## src/rtl/sdram_pkg.sv

```systemverilog
// rtl/sdram_pkg.sv - shared types, command codes and helpers for the SDRAM command arbiter
package sdram_pkg;

    typedef enum logic [1:0] {
        IDLE    = 2'd0,
        GAP     = 2'd1,
        REFRESH = 2'd2
    } sdram_arb_state_t;

    localparam logic CMD_IDLE  = 1'b0;
    localparam logic CMD_WRITE = 1'b1;

    function automatic int grant_w(input int n);
        return (n > 1) ? $clog2(n) : 1;
    endfunction

endpackage

```

## src/rtl/sdram_rr_arbiter.sv

```systemverilog
// rtl/sdram_rr_arbiter.sv - round-robin winner select with a pointer that moves only on accept
module sdram_rr_arbiter
    import sdram_pkg::*;
#(
    parameter int NUM_REQ = 4
) (
    input  logic                         clk,
    input  logic                         reset,
    input  logic                         enable,
    input  logic [NUM_REQ-1:0]           req_valid,
    input  logic                         accept,
    output logic [NUM_REQ-1:0]           grant,
    output logic [grant_w(NUM_REQ)-1:0]  grant_idx,
    output logic                         grant_any
);

    localparam int GW = grant_w(NUM_REQ);

    logic [GW-1:0] ptr_q;
    logic [GW-1:0] ptr_d;

    // Search begins one past the last winner so the last winner has lowest priority.
    always_comb begin
        grant     = '0;
        grant_idx = ptr_q;
        grant_any = 1'b0;
        if (enable) begin
            for (int off = 1; off <= NUM_REQ; off++) begin
                if (!grant_any && req_valid[(int'(ptr_q) + off) % NUM_REQ]) begin
                    grant_any = 1'b1;
                    grant_idx = GW'((int'(ptr_q) + off) % NUM_REQ);
                    grant[(int'(ptr_q) + off) % NUM_REQ] = 1'b1;
                end
            end
        end
    end

    always_comb begin
        ptr_d = ptr_q;
        if (accept) begin
            ptr_d = grant_idx;
        end
    end

    always_ff @(posedge clk) begin
        if (!reset) begin
            ptr_q <= GW'(NUM_REQ - 1);
        end else begin
            ptr_q <= ptr_d;
        end
    end

endmodule

```

## src/rtl/sdram_cmd_arbiter.sv

```systemverilog
// rtl/sdram_cmd_arbiter.sv - shares one SDRAM write command port with idle gaps and periodic refresh
module sdram_cmd_arbiter
    import sdram_pkg::*;
#(
    parameter int NUM_REQ        = 4,
    parameter int DATA_SZ_P      = 32,
    parameter int ADDR_SZ_P      = 10,
    parameter int GAP_CYCLES     = 1,
    parameter int REFRESH_PERIOD = 64,
    parameter int REFRESH_CYCLES = 4
) (
    input  logic                           clk,
    input  logic                           reset,
    input  logic [NUM_REQ-1:0]             req_valid,
    output logic [NUM_REQ-1:0]             req_ready,
    input  logic [NUM_REQ*ADDR_SZ_P-1:0]   req_addr,
    input  logic [NUM_REQ*DATA_SZ_P-1:0]   req_data,
    output logic                           cmd,
    output logic [ADDR_SZ_P-1:0]           addr,
    output logic [DATA_SZ_P-1:0]           data,
    output logic [grant_w(NUM_REQ)-1:0]    grant_id,
    output logic                           busy
);

    localparam int GW    = grant_w(NUM_REQ);
    localparam int MAXC  = (GAP_CYCLES > REFRESH_CYCLES) ? GAP_CYCLES : REFRESH_CYCLES;
    localparam int CNT_W = $clog2(MAXC + 1);
    localparam int REF_W = (REFRESH_PERIOD > 1) ? $clog2(REFRESH_PERIOD) : 1;

    sdram_arb_state_t state_q, state_d;
    logic [CNT_W-1:0]     cnt_q, cnt_d;
    logic [REF_W-1:0]     ref_cnt_q, ref_cnt_d;
    logic                 ref_pend_q, ref_pend_d;
    logic                 cmd_q, cmd_d;
    logic [ADDR_SZ_P-1:0] addr_q, addr_d;
    logic [DATA_SZ_P-1:0] data_q, data_d;
    logic [GW-1:0]        grant_q, grant_d;

    logic                 arb_en;
    logic [NUM_REQ-1:0]   win_grant;
    logic [GW-1:0]        win_idx;
    logic                 win_any;
    logic                 ref_wrap;

    // A pending refresh blocks new grants, so refresh wins a same-cycle collision.
    assign arb_en = reset && (state_q == IDLE) && !ref_pend_q;

    sdram_rr_arbiter #(
        .NUM_REQ (NUM_REQ)
    ) u_rr (
        .clk       (clk),
        .reset     (reset),
        .enable    (arb_en),
        .req_valid (req_valid),
        .accept    (win_any),
        .grant     (win_grant),
        .grant_idx (win_idx),
        .grant_any (win_any)
    );

    assign ref_wrap = (ref_cnt_q == REF_W'(REFRESH_PERIOD - 1));

    always_comb begin
        state_d    = state_q;
        cnt_d      = cnt_q;
        ref_cnt_d  = ref_wrap ? '0 : ref_cnt_q + REF_W'(1);
        ref_pend_d = ref_pend_q;
        cmd_d      = CMD_IDLE;
        addr_d     = addr_q;
        data_d     = data_q;
        grant_d    = grant_q;
        case (state_q)
            IDLE: begin
                if (ref_pend_q) begin
                    state_d    = REFRESH;
                    cnt_d      = CNT_W'(REFRESH_CYCLES);
                    ref_pend_d = 1'b0;
                end else if (win_any) begin
                    cmd_d   = CMD_WRITE;
                    addr_d  = req_addr[int'(win_idx)*ADDR_SZ_P +: ADDR_SZ_P];
                    data_d  = req_data[int'(win_idx)*DATA_SZ_P +: DATA_SZ_P];
                    grant_d = win_idx;
                    state_d = (GAP_CYCLES == 0) ? IDLE : GAP;
                    cnt_d   = CNT_W'(GAP_CYCLES);
                end
            end
            GAP, REFRESH: begin
                cnt_d = cnt_q - CNT_W'(1);
                if (cnt_q <= CNT_W'(1)) begin
                    state_d = IDLE;
                end
            end
            default: state_d = IDLE;
        endcase
        if (ref_wrap) begin
            ref_pend_d = 1'b1;
        end
    end

    always_ff @(posedge clk) begin
        if (!reset) begin
            state_q    <= IDLE;
            cnt_q      <= '0;
            ref_cnt_q  <= '0;
            ref_pend_q <= 1'b0;
            cmd_q      <= CMD_IDLE;
            addr_q     <= '0;
            data_q     <= '0;
            grant_q    <= '0;
        end else begin
            state_q    <= state_d;
            cnt_q      <= cnt_d;
            ref_cnt_q  <= ref_cnt_d;
            ref_pend_q <= ref_pend_d;
            cmd_q      <= cmd_d;
            addr_q     <= addr_d;
            data_q     <= data_d;
            grant_q    <= grant_d;
        end
    end

    assign req_ready = win_grant;
    assign cmd       = cmd_q;
    assign addr      = addr_q;
    assign data      = data_q;
    assign grant_id  = grant_q;
    assign busy      = (state_q != IDLE) || (cmd_q == CMD_WRITE);

endmodule

```

## config.mk

```make
export PLATFORM = sky130hd
export DESIGN_NAME = sdram_cmd_arbiter
export DESIGN_NICKNAME = d
export VERILOG_FILES = /design/src/rtl/sdram_pkg.sv /design/src/rtl/sdram_rr_arbiter.sv /design/src/rtl/sdram_cmd_arbiter.sv
export SDC_FILE = /design/constraint.sdc
export NUM_CORES = 1
export LEC_CHECK = 0
export ABC_AREA = 0
export CAP_MARGIN = 10
export CORE_ASPECT_RATIO = 1.5
export CORE_MARGIN = 3
export CORE_UTILIZATION = 38
export CTS_CLUSTER_SIZE = 40
export DETAILED_ROUTE_END_ITERATION = 6
export PLACE_DENSITY = 0.83
export SLEW_MARGIN = 20
export SYNTH_ARGS = -nofsm -noshare
export SYNTH_HDL_FRONTEND = slang
export SYNTH_SLANG_ARGS = --single-unit
```

## constraint.sdc

```tcl
create_clock -name clk -period 3.6 [get_ports clk]
set_clock_uncertainty 0.1 [all_clocks]
set_input_delay 0.72 -clock clk [delete_from_list [all_inputs] [get_ports clk]]
set_output_delay 0.72 -clock clk [all_outputs]
set_load 0.02 [all_outputs]
```

Word level (Yosys, flattened, before mapping)
Index checks and enable logic that the tools add are counted.

Register bits: 59. Bits in writable memories: 0. Word-level logic and storage cells: 121. Memories: 0. Latch bits: 0. Input bits: 174. Memory bits (read-only): 0.

Reductions and logical operators: 28. Bitwise gates (word level): 10. Multiplexer cells: 51. Div/mod/pow operators: 0. Shifts and indexed selects: 2. Equal/unequal tests: 5. Magnitude comparators: 9. Multiply operators: 1. Add/subtract/negate cells: 6.

Operators with widths (number): $shiftx 128x8->32 (1); $shiftx 40x7->10 (1); $mux 4 (8); $mux 1 (23); $lt 3x4->1 const B (4); $mux 2 (8); $ge 3x1->1 const B (4); $or 4x4->4 (3); $reduce_or 2->1 (6); $logic_and 1x1->1 (9); $bmux 1 s2 (4); $demux 1 s2 (4); $add 6x1->6 const B (1); $eq 6x6->1 const B (1); $mux 3 (2); $pmux 3 s2 (1); $reduce_bool 2->1 (3); $mul 2x3->5 const B (1); $add 2x1->2 const B (2); $add 2x2->2 const B (2); $and 1x1->1 const A (4); $logic_not 1->1 (4); $pmux 2 s2 (1); $reduce_and 2->1 (2); other kinds (11) (13).

Depth between registers and ports, before layout
Word-level depth: 23. Gate-level depth with buffers: 10. Gate-level depth less buffers: 8.

Cells and area by module
A second synthesis with hierarchy kept.

Cells, all modules: 304. Area total of the unflattened synthesis: 3759.9 um^2.

Modules (own cells, without submodules): sdram_cmd_arbiter (times used 1, seq. area each 1141.1 um^2, area each 3059.2 um^2, cells each 227); sdram_rr_arbiter (times used 1, seq. area each 40.0 um^2, area each 700.7 um^2, cells each 77).

Least setup slack after synthesis
No wires, ideal clock.

Path type: register to output. From: reg u_rr.ptr_q[0]. To: out req_ready[0]. Cell stages (with the launch flop): 10. Data required time: 2.780 ns. Arrival time: 2.230 ns. Path slack: 0.550 ns. Path buffers: 1. Cell sequence: dfxtp_1 > buf_2 > inv_2 > ha_1 > nand2_1 > nor2_1 > a21oi_1 > a211oi_1 > a222oi_1 > a21oi_1.

Cells in the longest elaborated chain, start to end: 18.

Ends and longest elaborated chain: start, declared (line sdram_rr_arbiter.sv:19) `logic [GW-1:0] ptr_q;`; start signal, assigned (line sdram_rr_arbiter.sv:47) `ptr_q <= GW'(NUM_REQ - 1);`; start signal, assigned (line sdram_rr_arbiter.sv:49) `ptr_q <= ptr_d;`; $add 2x1->2 (line sdram_rr_arbiter.sv:29, sdram_rr_arbiter.sv:32); $reduce_or 2->1 (no source line) or $bmux 1 s2 (tied branches); $and 1x1->1 (no source line) or $mux 1 (tied branches); $lt 3x4->1 (implied by the code), or another cell as far along (line sdram_rr_arbiter.sv:32) `grant[(int'(ptr_q) + off) % NUM_REQ] = 1'b1;`; $logic_and 1x1->1 (implied by the code) or $mux 1 (tied branches) (line sdram_rr_arbiter.sv:32, sdram_rr_arbiter.sv:29); $mux 1, on equally long branches (line sdram_rr_arbiter.sv:32, sdram_rr_arbiter.sv:27); $demux 1 s2 or $logic_not 1->1 (tied branches); $mux 4 or $logic_and 1x1->1 (tied branches) (line sdram_rr_arbiter.sv:29) `if (!grant_any && req_valid[(int'(ptr_q) + off) % NUM_REQ]) begin`; (+2 left out); $mux 4 or $logic_not 1->1 (tied branches) (line sdram_rr_arbiter.sv:29); $mux 4 or $logic_and 1x1->1 (tied branches) (line sdram_rr_arbiter.sv:27, sdram_rr_arbiter.sv:29); $or 4x4->4 (no source line) or $mux 1 (tied branches); $mux 4 or $mux 1 (tied branches) (line sdram_rr_arbiter.sv:29, sdram_rr_arbiter.sv:27); $mux 4 or $logic_not 1->1 (tied branches) (line sdram_rr_arbiter.sv:27, sdram_rr_arbiter.sv:29); $or 4x4->4 (no source line) or $logic_and 1x1->1 (tied branches); $mux 4 (*) (line sdram_rr_arbiter.sv:29); $mux 4 (*) (line sdram_rr_arbiter.sv:27) `if (enable) begin`; end, declared (line sdram_cmd_arbiter.sv:15) `output logic [NUM_REQ-1:0] req_ready,`.

Every way passes the cells marked *; elsewhere a longest branch is shown, timed or not. The select of a mux whose other input is x is not followed.

Final worst setup path
From: in req_valid[1]. To: out req_ready[1].

Cells in the longest elaborated chain, start to end: 17.

Ends and longest elaborated chain: start, declared (line sdram_cmd_arbiter.sv:14) `input logic [NUM_REQ-1:0] req_valid,`; $bmux 1 s2 (line sdram_rr_arbiter.sv:29); $mux 1 (implied by the code) (2 in a row) (line sdram_rr_arbiter.sv:29); $mux 1 (line sdram_rr_arbiter.sv:29); $mux 1 (line sdram_rr_arbiter.sv:27); $logic_not 1->1 (line sdram_rr_arbiter.sv:29); $logic_and 1x1->1 (line sdram_rr_arbiter.sv:29); $mux 1 (line sdram_rr_arbiter.sv:29); $mux 1 (line sdram_rr_arbiter.sv:27); $logic_not 1->1 (line sdram_rr_arbiter.sv:29); $logic_and 1x1->1 (line sdram_rr_arbiter.sv:29); $mux 1 (line sdram_rr_arbiter.sv:29); $mux 1 (line sdram_rr_arbiter.sv:27); $logic_not 1->1 (line sdram_rr_arbiter.sv:29); $logic_and 1x1->1 (line sdram_rr_arbiter.sv:29); $mux 4 (*) (line sdram_rr_arbiter.sv:29); $mux 4 (*) (line sdram_rr_arbiter.sv:27).

Marked as above.

==> results by group <==
Yosys
  • Primary FF master, synth: dfxtp_1
  • Post-synth top area cell: dfxtp_1
  • Post-Synth Simple-Gate Area: 0.120
  • Syn_nets: 566
  • Synth Register Bits: 59
  • Xor-xnor portion of the synthesized cell area: 0.0174
  • Cell with the most instances after synthesis: mux2i_1
  • Synth Area in Adders: 0.0417
  • Synth Cell Area: 0.00360 sq mm
  • Mux share of post-synthesis cell area: 0.246
  • Synth warn: 0
  • Largest family of logic cells by synthesized area: multiplexers
  • Most frequent cells after synthesis: 84 x mux2i_1, 62 x nand2_1, 59 x dfxtp_1
  • Area share of the largest cell type after synthesis: 0.328
  • Synth Area per Inst: 9.47 sq um
  • Cell count after synthesis: 380
  • Synth area leaders: dfxtp_1 33%, mux2i_1 23%, o221ai_1 10%
  • Compound-gate portion of the synthesized area: 0.174
  • EDFF count, synth: 0
  • Yosys cell types: 43
  • Synth async-reset ratio: 0
  • Seq/Total Area, Yosys: 0.328

Final layout
  • Layout Cells excl Fill: 729
  • Final Core Density: 0.702
  • Post-Layout Inst Area: 0.00634 sq mm
  • P&R area growth vs syn: 76.3%
  • Diode count: 0
  • Ratio of cells with drive above 1 in the final layout: 0.0937
  • Final nets: 801

Routing
  • Post-DR vias/cell: 5.42
  • Met3 Routed Length: 1020 um
  • Avg WL per Cell: 17.8 um
  • DR pass1 iterations: 4
  • Final ANT Viol Nets: 0
  • WL met1: 4590 um
  • DRT iter0 DRCs: 124
  • Routed vias: 3953
  • DR DRC count: 0
  • WL final: 12900 um
  • Highest routed layer: met4
  • Routed wl met2: 6920 um

Place
  • Buffers on Ports: 223
  • GP Congestion: 0.778
  • Post-Place Cells: 714
  • Placed Area: 0.00603 sq mm
  • Detail Placement HPWL: 10100 um

Clock network
  • H-tree levels: 3
  • TritonCTS clock tree: built
  • Setup Buffers After CTS: 0
  • Cts hold-fix bufs: 0
  • Maximum clock path buffer count: 2
  • Worst-Skew Late Latency: 0.33 ns
  • Clock root buffer: clkbuf_16
  • Clock-pin slew on the worst setup and hold paths: 0.05 ns
  • CTS Buf Count: 9
  • Clock Sinks: 59

Timing
  • Tightest Pin Transition: 0.615 ns
  • Period utilization: 0.959
  • Period minus WS final: 3.45 ns
  • Setup TNS: 0 ns
  • Count of final max-slew check failures: 0
  • Fmax: 290 MHz
  • Relative slew slack: 0.590
  • Final Setup Violations: 0
  • Final Hold Fails: 0
  • RSZ-0062 raised after global routing: false

Setup path
  • Critical path class: in2out
  • Critical Path End Type: output pin
  • CP Launch Type: input pin
  • Critical path peak fanout: 9
  • Worst endpoint required time: 2.78 ns
  • CP arrival: 2.63 ns

Global routing
  • Pin count of the biggest net entering global routing: 43
  • Vias in the first global route: 4083
  • Global-route total usage across every layer: 0.240
  • First-pass GRT wire length: 20400 um
  • Initial antenna violation count: 0
  • Total grt overflow: 0

Floorplan
  • Initial Util: 0.398
  • Die footprint: 0.0107 sq mm
  • Chip height: 125 um
  • Rows: 42
  • Core Footprint: 0.00904 sq mm
  • Die Span X: 85.5 um
  • I/O pins: 224

Power and ir drop
  • PD cells: 574 mW/mm^2
  • P_leak: 2.49 nW
  • Tot Pwr: 0.00364 W
  • VDD IR max: 0.346 mV

Hold path
  • Worst hold path class: reg2reg

Outcome
  • Status: complete, no violations

Flow run
  • Max cap viols: 0
[cell usage in the layout (no fill, tap or decap), drive strengths merged, types with 3 or more instances in the layout]
master,synthesis,final
nand3,3,3
xnor2,3,3
ha,12,12
a21oi,9,9
nor3,3,3
clkdlybuf4s50,0,219
o221ai,42,42
nor2,14,14
dfxtp,59,59
clkinv,2,4
inv,8,8
or2,3,3
clkbuf,17,13
nand2b,3,3
mux2i,84,84
a211oi,4,4
nand2,62,62
o21ai,8,8
and2,4,4
buf,12,30
a222oi,4,4
nor2b,4,4
[timing repair]
action,in CTS,in global routing
endpoints found under the setup margin,4,4
pin swaps,0,1
resized for setup,4,10
gates cloned,0,0
[cells by family after synthesis]
group / after synthesis
xor+xnor: 5
simple gates: 100
mux: 86
compound gates: 79
flops: 59
fa+ha+maj: 12
buf+inv: 39
[power by group]
group	internal (W)	switching [W]	leakage [nW]	total, W
registers	0.000838	0.0000944	0.489	0.000932
clock network	0.000617	0.000295	0.154	0.000912
logic	0.000932	0.000866	1.85	0.00180
[registers in the layout, indices dropped and copies added, names as in the netlist]
name / cells
data: 32
addr: 10
ref_cnt_q: 6
cnt_q: 3
grant_id: 2
state_q: 2
u_rr.ptr_q: 2
cmd: 1
ref_pend_q: 1
[cell type report]
cell class | count | area (sq um)
multi-input combinational | 282 | 2160
clock buffer | 10 | 239
inverter | 10 | 37.5
clock inverter | 5 | 77.6
tap | 110 | 138
fill | 723 | 2700
sequential | 59 | 1180
timing repair buffer | 253 | 2500
[worst max-delay path, stage by stage]
cell and delay (ns):
clkdlybuf4s50_1 0.44, buf_4 0.18, mux4_2 0.51, buf_4 0.17
a222oi_1 0.32, a21oi_1 0.12, clkbuf_2 0.17
[per-stage QoR]
step,worst slack [ns],hold slack [ns]
after floorplan,0.550,0.318
after global placement,-0.127,0.330
after detailed placement,-0.211,0.340
after CTS,0.00659,0.348
after global routing,0.00191,0.372
final,0.146,0.344
[worst paths after layout]
kind	start	end	slack (ns)	depth (start not counted)
min	ref_cnt_q[0]	ref_cnt_q[0]	0.34	1
min reg2reg	ref_cnt_q[0]	ref_cnt_q[0]	0.34	1
max reg2reg	u_rr.ptr_q[1]	addr[9]	0.68	10
max	req_valid[1]	req_ready[1]	0.15	7
[per-layer routing]
metal,up-vias,global-route usage
li1,1879,-
met1,1863,0.241
met2,180,0.444
met3,31,0.0704
met4,0,0.109
met5,-,0
Note: power is estimated with default switching activity, not from simulation.
